==> config.mk <==
export PLATFORM = sky130hd
export DESIGN_NAME = mem_port_arbiter
export DESIGN_NICKNAME = d
export VERILOG_FILES = /design/src/rtl/mem_port_arbiter_pkg.sv /design/src/rtl/mem_port_arbiter_rr_pick2.sv /design/src/rtl/mem_port_arbiter.sv
export SDC_FILE = /design/constraint.sdc
export NUM_CORES = 1
export LEC_CHECK = 0
export CORE_MARGIN = 4
export CORE_UTILIZATION = 30
export CTS_CLUSTER_DIAMETER = 80
export DETAILED_ROUTE_END_ITERATION = 8
export PLACE_DENSITY = 0.7
export SYNTH_ARGS = -nofsm -noshare
export SYNTH_HDL_FRONTEND = slang
export SYNTH_SLANG_ARGS = --single-unit
export TNS_END_PERCENT = 30
==> constraint.sdc <==
create_clock -name clk -period 4.9 [get_ports clk]
set_clock_uncertainty 0.15 [all_clocks]
set_input_delay 0.735 -clock clk [delete_from_list [all_inputs] [get_ports clk]]
set_output_delay 0.735 -clock clk [all_outputs]
set_load 0.02 [all_outputs]
==> src/rtl/mem_port_arbiter_pkg.sv <==
// Shared types and constants for the unified memory port arbiter.
package mem_port_arbiter_pkg;

  typedef enum logic [1:0] {
    IDLE  = 2'd0,
    ISSUE = 2'd1,
    WAIT  = 2'd2,
    DONE  = 2'd3
  } state_t;

  // Requester IDs double as the addr_sel encoding.
  localparam logic REQ_IF = 1'b0;
  localparam logic REQ_DM = 1'b1;

  localparam int MAX_MEM_LAT = 7;

endpackage

==> src/rtl/mem_port_arbiter_rr_pick2.sv <==
// Combinational round-robin picker for two requesters (bit 0 = IF, bit 1 = DM).
module rr_pick2
  import mem_port_arbiter_pkg::*;
(
  input  logic [1:0] req,
  input  logic       last,
  output logic       grant_id,
  output logic       any
);

  always_comb begin
    // NOTE: every always_comb output gets a default first; a missing branch would otherwise infer a latch.
    grant_id = REQ_IF;
    any      = |req;
    if (req == 2'b11) begin
      grant_id = ~last;
    end else if (req[REQ_DM]) begin
      grant_id = REQ_DM;
    end
  end

endmodule

==> src/rtl/mem_port_arbiter.sv <==
// Shares one fixed-latency memory port between instruction fetch and data
// load/store, one access at a time, with round-robin arbitration.
module mem_port_arbiter
  import mem_port_arbiter_pkg::*;
#(
  parameter int DW      = 32,
  parameter int AW      = 32,
  parameter int MEM_LAT = 2
) (
  input  logic          clk,
  input  logic          rst,
  input  logic          if_req,
  input  logic [AW-1:0] if_addr,
  output logic          if_ack,
  output logic [DW-1:0] if_rdata,
  input  logic          dm_req,
  input  logic          dm_we,
  input  logic [AW-1:0] dm_addr,
  input  logic [DW-1:0] dm_wdata,
  output logic          dm_ack,
  output logic [DW-1:0] dm_rdata,
  output logic          mem_en,
  output logic          mem_we,
  output logic [AW-1:0] mem_addr,
  output logic [DW-1:0] mem_wdata,
  input  logic [DW-1:0] mem_rdata,
  output logic          addr_sel,
  output logic          busy
);

  localparam int CW = $clog2(MAX_MEM_LAT + 1);
  localparam logic [CW-1:0] LAT = CW'(MEM_LAT);

  state_t        state;
  logic [CW-1:0] cnt;
  logic          last_grant;
  logic          pick_id;
  logic          pick_any;

  rr_pick2 u_pick (
    .req      ({dm_req, if_req}),
    .last     (last_grant),
    .grant_id (pick_id),
    .any      (pick_any)
  );

  assign busy = (state != IDLE);

  // NOTE: sequential state uses non-blocking assignments so every register samples pre-edge values.
  always_ff @(posedge clk or posedge rst) begin
    if (rst) begin
      state      <= IDLE;
      cnt        <= '0;
      last_grant <= REQ_IF;
      addr_sel   <= REQ_IF;
      mem_en     <= 1'b0;
      mem_we     <= 1'b0;
      mem_addr   <= '0;
      mem_wdata  <= '0;
      if_ack     <= 1'b0;
      dm_ack     <= 1'b0;
      if_rdata   <= '0;
      dm_rdata   <= '0;
    end else begin
      mem_en <= 1'b0;
      if_ack <= 1'b0;
      dm_ack <= 1'b0;
      unique case (state)
        IDLE: begin
          if (pick_any) begin
            addr_sel   <= pick_id;
            last_grant <= pick_id;
            mem_en     <= 1'b1;
            if (pick_id == REQ_DM) begin
              mem_addr  <= dm_addr;
              mem_we    <= dm_we;
              mem_wdata <= dm_wdata;
            end else begin
              mem_addr  <= if_addr;
              mem_we    <= 1'b0;
              mem_wdata <= '0;
            end
            state <= ISSUE;
          end
        end
        ISSUE: begin
          cnt   <= CW'(1);
          state <= WAIT;
        end
        WAIT: begin
          // The granted side is remembered in addr_sel, so a dropped req cannot cancel the access.
          if (cnt == LAT) begin
            if (addr_sel == REQ_DM) begin
              dm_ack <= 1'b1;
              if (!mem_we) dm_rdata <= mem_rdata;
            end else begin
              if_ack   <= 1'b1;
              if_rdata <= mem_rdata;
            end
            state <= DONE;
          end else begin
            cnt <= cnt + CW'(1);
          end
        end
        DONE: state <= IDLE;
        default: state <= IDLE;
      endcase
    end
  end

endmodule

== Yosys cells after proc, flatten, opt, wreduce, memory -nomap -nowiden ==
Cells that the tools add are included.

* Add/sub/neg operators: 1
* Eq/ne operators: 8
* Multiplexer cells: 18
* Bitwise logic cells: 2
* Reduce and logical (&&, ||, !) cells: 9

{| class="wikitable"
|+ Operators by type and width
! kind !! number
|-
| $mux W32 || 2
|-
| $mux W1 || 11
|-
| $pmux W2 S4 || 1
|-
| $eq A2 B2 Y1 const B || 3
|-
| $ne A2 B2 Y1 const B || 3
|-
| $pmux W3 S2 || 1
|-
| $reduce_and A2 Y1 || 3
|-
| $mux W2 || 2
|-
| $reduce_and A4 Y1 || 1
|-
| $reduce_bool A2 Y1 || 2
|-
| $add A3 B1 Y3 const B || 1
|-
| $eq A3 B2 Y1 const B || 1
|-
| $mux W3 || 1
|-
| $reduce_and A3 Y1 || 1
|-
| $eq A2 B1 Y1 const B || 1
|-
| $logic_not A2 Y1 || 1
|-
| $not A1 Y1 || 2
|-
| $reduce_or A2 Y1 || 1
|}

* Register bits: 138
* Output and inout port bits: 134
* Logic and storage cells: 49

== Depth between registers and ports, before layout ==
Gate-level depths: netlist (run 1).

* Depth in word-level cells: 3
* Mapped depth: 7
* Depth with buffers taken out: 6

== By module ==
A second synthesis (run 1) with hierarchy kept.

* Cells, all modules: 465
* Area total of the unflattened synthesis: 5,649.2 um^2

{| class="wikitable"
|+ By module, submodules not included
! module !! instances !! cells each !! area each (um^2)
|-
| mem_port_arbiter || 1 || 463 || 5,635.4
|-
| rr_pick2 || 1 || 2 || 13.8
|}

== Least setup slack after synthesis (run 1) ==
Ideal clock, no wire load.

* Path kind: reg2reg
* Start: register cnt[0]
* End: register dm_rdata[0]
* Setup time: 0.125 ns
* Arrival time: 1.598 ns
* Slack: 3.026 ns
* Cell stages (with the launch flop): 7
* Path buffers: 1
* Path through: dfrtp_1 -> inv_1 -> ha_1 -> nand2_2 -> nor4b_4 -> buf_6 -> mux2_4

* Longest elaborated chain between the ends: 2

{| class="wikitable"
|+ RTL lines
! what !! line !! text
|-
| start: declaration || mem_port_arbiter.sv:35 || <nowiki>logic [CW-1:0] cnt;</nowiki>
|-
| start signal: assignment || mem_port_arbiter.sv:102 || <nowiki>cnt <= cnt + CW'(1);</nowiki>
|-
| $eq A3 B2 Y1 || mem_port_arbiter.sv:92 || <nowiki>if (cnt == LAT) begin</nowiki>
|-
| $reduce_and A4 Y1 (no line) || - ||
|-
| end signal: assignment || mem_port_arbiter.sv:95 || <nowiki>if (!mem_we) dm_rdata <= mem_rdata;</nowiki>
|-
| end: declaration || mem_port_arbiter.sv:21 || <nowiki>output logic [DW-1:0] dm_rdata,</nowiki>
|}

Every way passes these cells.
A chain may end at the register's enable or synchronous reset.

== Worst setup path after layout (run 1) ==
* Start: register state[1]
* End: output port busy

* Longest elaborated chain between the ends: 1

{| class="wikitable"
|+ RTL lines
! what !! line !! text
|-
| start: declaration || mem_port_arbiter.sv:34 || <nowiki>state_t state;</nowiki>
|-
| start signal: assignment || mem_port_arbiter.sv:52 || <nowiki>state <= IDLE;</nowiki>
|-
| start signal: assignment || mem_port_arbiter.sv:83 || <nowiki>state <= ISSUE;</nowiki>
|-
| start signal: assignment || mem_port_arbiter.sv:88 || <nowiki>state <= WAIT;</nowiki>
|-
| $reduce_bool A2 Y1 || mem_port_arbiter.sv:47 || <nowiki>assign busy = (state != IDLE);</nowiki>
|-
| end: declaration || mem_port_arbiter.sv:28 || <nowiki>output logic busy</nowiki>
|}

Every way passes these cells.

==> Implementation_results.wiki, run 1 <==
{| class="wikitable"
! Metric !! Value
|-
| Status || complete, no violations
|-
| Residual antenna-violating net count after detailed routing || 0
|-
| Number of setup violations in the final report || 0
|-
| Mean routed wirelength per cell || 17.6 um
|-
| Post-CTS sizing || 0
|-
| Switching Fraction || 35.2%
|-
| Total area of multi-input combinational cells || 2110 sq um
|-
| Leakage power || 4.01 nW
|-
| Total DRC errors in the routed layout || 0
|-
| Cell types with the largest area share after synthesis || dfrtp_1, mux2_4, a21oi_1, a22o_1, nand2_1
|-
| Max Fclk || 344 MHz
|-
| Input/output buffers || 266
|-
| Grt total ovfl || 0
|-
| Hold Path Cell Cnt || 1
|-
| Startpoint of the lowest-slack hold path || mem_wdata[20]
|-
| Compound-gate portion of the synthesized area || 11.7%
|-
| Combined global-route utilization of all metal layers || 15.3%
|-
| Post-Syn Area per Cell || 13.4 sq um
|-
| Non-filler cells, final || 940
|-
| Final instance area || 9210 sq um
|-
| Seq/Total Area, Yosys || 60.2%
|-
| Total iterations of the first detailed-routing run || 5
|-
| Xor/xnor cell area share of the yosys netlist || 0%
|-
| Worst skew pair latency || 0.40 ns
|-
| Max stage delay cell, worst path || clkdlybuf4s50_1
|-
| Clock sink count || 138
|-
| Max-Cap Viols || 0
|-
| Length in cells of the worst reg-to-reg path || 5
|-
| Max-slew headroom at the worst pin || 26.4%
|-
| Simple-Gate Fraction of Synth Area || 6.12%
|-
| Critical path cell sequence || inv_1 -> ha_1 -> inv_1 -> clkdlybuf4s50_1
|-
| Die Y-Extent || 146 um
|-
| Net count, final || 833
|-
| Path type of the worst setup path || reg -> out
|-
| Buffer levels on the longest clock path || 2
|-
| Clock network fraction of total power || 23.1%
|-
| Routed via count || 4,358
|-
| Final total power || 5.75 mW
|-
| RSZ-0062 raised after global routing || no
|-
| Library cells used by synthesis || 28
|-
| Worst-margin pin slew || 1.10 ns
|-
| Layout cell share with drive strength beyond 1 || 15.9%
|-
| Post-Place Cell Area || 8600 sq um
|-
| YS warnings || 0
|-
| Relative contribution of sequential cells to total power || 32.4%
|-
| Clock tree from TritonCTS || done
|-
| Total die area || 21,400 sq um
|-
| Family with the most delay on the worst path || buffers and inverters
|-
| Leading cell types in the layout, fill and taps excluded || clkdlybuf4s50_1, dfrtp_1, a21oi_1
|-
| Die Span X || 146 um
|-
| P&R area growth vs syn || 60.4%
|-
| Critical path startpoint category || flop
|-
| R2R Path Start || state[0]
|-
| Net count after synthesis || 569
|-
| Largest net degree at the start of global routing || 93
|-
| Total internal power || 3.73 mW
|-
| Last weighted congestion value of the routability-driven placer || 0.792
|-
| Clk root buf || clkbuf_16
|-
| Starting density of the core || 30.6%
|-
| Worst-case register-to-register setup slack || 2.23 ns
|-
| Kind of end point of the critical path || output port
|-
| Final cycle utilization of the critical path || 59.3%
|-
| Number of cells produced by synthesis || 429
|-
| Capture instance of the worst register-to-register path || if_rdata[12]
|-
| Fill cells || 1,705
|-
| Clock buffer count from CTS || 17
|-
| End of the worst hold path || mem_wdata[20]
|-
| Worst Slack Setup Final || 1.99 ns
|-
| Sequential cell area || 3450 sq um
|-
| Final min period || 2.91 ns
|-
| Vias in the first global route || 4,553
|-
| Logic pwr share || 44.5%
|-
| Critical path's largest stage delay || 0.68 ns
|-
| Multiplexer area fraction after synthesis || 17.2%
|-
| Net switching power || 2.02 mW
|-
| Detailed router's first-iteration violation count || 166
|-
| Total core area || 18,800 sq um
|-
| Required time of the critical path || 4.01 ns
|-
| Critical path peak fanout || 4
|-
| TNS Setup || 0 ns
|-
| Share of the synthesized area in the top cell type || 60.2%
|-
| Crit. path cell count || 4
|-
| Bufs and invs on worst path || 3
|-
| Power Density || 625 nW/um^2
|-
| Placed insts || 908
|-
| Most common cell after layout, fill and taps aside || clkdlybuf4s50_1
|-
| Postcts setup bufs || 0
|-
| Worst-case setup slack after placement || 1.89 ns
|-
| Wire length of the first global-routing pass || 25,700 um
|-
| Most repeated library cell on the critical path || inv_1
|-
| Number of failing hold endpoints at the final stage || 0
|-
| Number of top-level pins || 267
|-
| Worst vdd ir || 0.000430 V
|-
| Hold bufs inserted after CTS || 0
|-
| Final slew viol count || 0
|-
| Min-delay worst type || reg -> reg
|-
| Half-perimeter wire length after placement || 11,400 um
|-
| Fraction of the mapped netlist area in adder cells || 1.53%
|-
| Area of the mapped netlist || 5740 sq um
|-
| Cell taking the most area after synthesis || dfrtp_1
|-
| Combinational family with the most area after synthesis || multiplexers
|-
| Routed wire length || 16,600 um
|-
| Data arrival time of the critical path || 2.02 ns
|-
| Number of H-tree branching levels || 4
|-
| Antenna violations before repair || 0
|-
| Rows || 50
|-
| Via/cell ratio || 4.64
|-
| #FFs+latches synth || 138
|-
| Clock edge transition at the registers on the reported setup and hold paths || 0.06 ns
|-
| Antenna cell count || 0
|}
-- stage by stage --
stage | utilization [%] | hold slack [ns]
global route | 49.1 | 0.368
detailed placement | 45.8 | 0.340
global placement | 45.8 | 0.339
CTS | 49.1 | 0.359
floorplan | - | 0.350
finish | 49.1 | 0.353
-- sequential cells by signal (all words and copies together) (netlist names), 2 cells and up --
register	cells
state	2
if_rdata	32
mem_wdata	32
mem_addr	32
cnt	3
dm_rdata	32
-- power by group through the flow --
stage	sequential (mW)	clock [mW]	combinational, mW
2_1_floorplan	2.37	0	0.845
3_3_place_gp	1.87	0	2.55
3_5_place_dp	1.87	0	2.58
4_1_cts	1.87	1.38	2.59
5_1_grt	1.93	1.42	2.72
6_report	1.86	1.33	2.56
-- how the worst max path moves through the flow --
| stage | start | to | slack, ns |
|---|---|---|---|
| final | state[1] | busy | 1.99 |
| after global routing | state[1] | busy | 1.89 |
| after CTS | state[1] | busy | 1.93 |
| after detailed placement | dm_req | mem_wdata[4] | 1.89 |
| after global placement | dm_req | mem_wdata[28] | 1.95 |
| after floorplan | rst | cnt[0] | 0.32 |
-- synth_stat cells --
cell type  instances
clkbuf_1          11
a22o_1            33
dfrtp_1          138
ha_1               7
nor3b_1            2
o32a_1             1
nand2b_1           1
buf_6              7
nor2_4             1
nand2_1           33
nor2_1            32
a21bo_2            1
o21ai_0            2
mux2_2             8
and4b_1            1
a21o_2             1
nor4b_4            1
buf_2              9
and4bb_1           1
o21ai_1            1
a21boi_1           1
nor2b_1            2
mux2_4            59
nor4bb_1           1
a21oi_1           66
mux2i_1            1
inv_1              7
nand2_2            1
-- kinds of logic after synthesis --
logic type,count (synthesis)
buffers and inverters,34
multiplexers,68
AO/OA/AOI/OAI,106
adder cells (fa/ha/maj),7
flip-flops,138
AND/OR/NAND/NOR,76
-- per-layer routing --
| metal | global-route usage [%] | wire length [um] |
|---|---|---|
| met1 | 18.2 | 6820 |
| met2 | 24.9 | 7890 |
| met3 | 7.05 | 1590 |
| met4 | 4.33 | 256 |
| met5 | 0 | 0 |
-- cell type report --
type / count / share of cell area, %
clock buffer: 20 / 4.85
clock inverter: 12 / 1.78
inverter: 7 / 0.340
multi-input combinational: 257 / 22.9
sequential: 138 / 37.5
tap: 234 / 3.18
timing repair buffer: 272 / 29.4
No activity file was read; power rests on OpenSTA's default activity.
==> run 2: changes to the inputs <==
==> constraint.sdc (replaced) <==
create_clock -name clk -period 2.9 [get_ports clk]
set_clock_uncertainty 0.15 [all_clocks]
set_input_delay 0.435 -clock clk [delete_from_list [all_inputs] [get_ports clk]]
set_output_delay 0.435 -clock clk [all_outputs]
set_load 0.02 [all_outputs]
==> Implementation_results.wiki, run 2 (synthesis results as in run 1) <==
{| class="wikitable"
! Metric !! Value
|-
| Status || complete, no violations
|-
| Vias in the first global route || 4,706 (+3.4%)
|-
| Combined global-route utilization of all metal layers || 15.0% (-0.26 points)
|-
| Clk root buf || clkbuf_16
|-
| Leading cell types in the layout, fill and taps excluded || clkdlybuf4s50_1, dfrtp_1, a21oi_1
|-
| Number of top-level pins || 267 (unchanged)
|-
| Data arrival time of the critical path || 1.92 ns (-0.10 ns)
|-
| Worst vdd ir || 0.000494 V (+15%)
|-
| Min-delay worst type || in -> async
|-
| Logic pwr share || 45.4% (+0.9 points)
|-
| Critical path peak fanout || 4 (unchanged)
|-
| Leakage power || 4.07 nW (+1.3%)
|-
| Worst hold margin || 0.327 ns (-0.0262 ns)
|-
| Max Fclk || 399 MHz
|-
| Switching Fraction || 35.0% (-0.21 points)
|-
| Largest net degree at the start of global routing || 40 (-57%)
|-
| Bufs and invs on worst path || 3 (unchanged)
|-
| Total core area || 18,800 sq um (unchanged)
|-
| Routed via count || 4,387 (+0.67%)
|-
| Total DRC errors in the routed layout || 0 (unchanged)
|-
| Clock buffer count from CTS || 17 (unchanged)
|-
| Clock edge transition at the registers on the reported setup and hold paths || 0.06 ns (about the same)
|-
| Relative contribution of sequential cells to total power || 32.8% (+0.4 points)
|-
| Worst Slack Setup Final || 0.395 ns (-1.60 ns)
|-
| Final total power || 9.57 mW (+66%)
|-
| Clock tree from TritonCTS || done
|-
| Net switching power || 3.35 mW (+65%)
|-
| Worst-margin pin slew || 0.657 ns (-0.446 ns)
|-
| Final instance area || 9300 sq um (+1.0%)
|-
| Max stage delay cell, worst path || clkdlybuf4s50_1
|-
| Antenna cell count || 0 (unchanged)
|-
| Critical path's largest stage delay || 0.62 ns (-0.06 ns)
|-
| Net count, final || 841 (+0.96%)
|-
| Half-perimeter wire length after placement || 11,200 um (-1.4%)
|-
| RSZ-0062 raised after global routing || no
|-
| Max-slew headroom at the worst pin || 56.1% (+30 points)
|-
| Clock network fraction of total power || 21.9% (-1.2 points)
|-
| Non-filler cells, final || 947 (+0.74%)
|-
| Most repeated library cell on the critical path || inv_1
|-
| Hold bufs inserted after CTS || 0 (unchanged)
|-
| Routed wire length || 15,900 um (-3.7%)
|-
| Worst-case setup slack after placement || 0.773 ns (-1.12 ns)
|-
| Input/output buffers || 266 (unchanged)
|-
| Antenna violations before repair || 0 (unchanged)
|-
| Final min period || 2.51 ns
|-
| Final cycle utilization of the critical path || 86.4%
|-
| Buffer levels on the longest clock path || 2 (unchanged)
|-
| TNS Setup || 0 ns (unchanged)
|-
| Kind of end point of the critical path || output port
|-
| Post-CTS sizing || 0 (unchanged)
|-
| Clock sink count || 138 (unchanged)
|-
| Starting density of the core || 30.6% (unchanged)
|-
| Layout cell share with drive strength beyond 1 || 16.7% (+0.83 points)
|-
| Wire length of the first global-routing pass || 25,800 um (+0.43%)
|-
| Die Span X || 146 um (unchanged)
|-
| Number of H-tree branching levels || 4 (unchanged)
|-
| Critical path cell sequence || inv_1 -> ha_1 -> inv_1 -> clkdlybuf4s50_1
|-
| Total die area || 21,400 sq um (unchanged)
|-
| Required time of the critical path || 2.32 ns (-1.69 ns)
|-
| Detailed router's first-iteration violation count || 139 (-16%)
|-
| Worst skew pair latency || 0.40 ns (about the same)
|-
| Residual antenna-violating net count after detailed routing || 0 (unchanged)
|-
| Most common cell after layout, fill and taps aside || clkdlybuf4s50_1
|-
| Placed insts || 916 (+0.88%)
|-
| Last weighted congestion value of the routability-driven placer || 0.747 (-5.7%)
|-
| Core Util, Final || 49.5% (+0.49 points)
|-
| Power Density || 1030 nW/um^2 (+65%)
|-
| Number of failing hold endpoints at the final stage || 0 (unchanged)
|-
| Number of setup violations in the final report || 0 (unchanged)
|-
| Max-Cap Viols || 0 (unchanged)
|-
| Path type of the worst setup path || reg -> out
|-
| Post-Place Cell Area || 8730 sq um (+1.6%)
|-
| Family with the most delay on the worst path || buffers and inverters
|-
| P&R area growth vs syn || 62.0%
|-
| Postcts setup bufs || 0 (unchanged)
|-
| Rows || 50 (unchanged)
|-
| Die Y-Extent || 146 um (unchanged)
|-
| Total iterations of the first detailed-routing run || 6 (+1)
|-
| Total internal power || 6.23 mW (+67%)
|-
| Final slew viol count || 0 (unchanged)
|-
| Grt total ovfl || 0 (unchanged)
|-
| Via/cell ratio || 4.63 (about the same)
|-
| Mean routed wirelength per cell || 16.8 um (-4.4%)
|-
| Critical path startpoint category || flop
|}
## run 2: final cells by class
type,count,area (sq um)
fill,1617,9470
sequential,138,3450
timing repair buffer,280,2840
multi-input combinational,257,2110
clock buffer,20,447
tap,234,293
clock inverter,11,123
inverter,7,30.0
## run 2: power by group through the flow
stage	logic [mW]	clock network (mW)	registers, mW
finish	4.34	2.09	3.14
global route	4.64	2.26	3.25
CTS	4.41	2.18	3.14
detailed placement	4.40	0	3.15
global placement	4.33	0	3.14
floorplan	1.43	0	4.01
## run 2: path summary, 6_finish.rpt
| path | from | end | slack (ns) | cells past startpoint |
|---|---|---|---|---|
| min in group clk | if_rdata[25] | if_rdata[25] | 0.35 | 1 |
| worst max-delay path | state[0] | busy | 0.39 | 4 |
| worst max register to register | state[0] | if_rdata[25] | 0.81 | 5 |
| worst min-delay path | rst | state[1] | 0.33 | 2 |
| worst min register to register | if_rdata[25] | if_rdata[25] | 0.35 | 1 |
| max in group asynchronous | rst | cnt[1] | 1.69 | 3 |
## run 2: layer usage
| layer | part of all wire [%] | track usage [%] | wire length, um | vias to the layer above |
|---|---|---|---|---|
| li1 | - | - | - | 2049 |
| met1 | 44 | 18.4 | 6940 | 2124 |
| met2 | 46 | 23.6 | 7340 | 191 |
| met3 | 8.4 | 6.21 | 1340 | 23 |
| met4 | 2.0 | 5.93 | 314 | 0 |
| met5 | 0 | 0 | 0 | - |
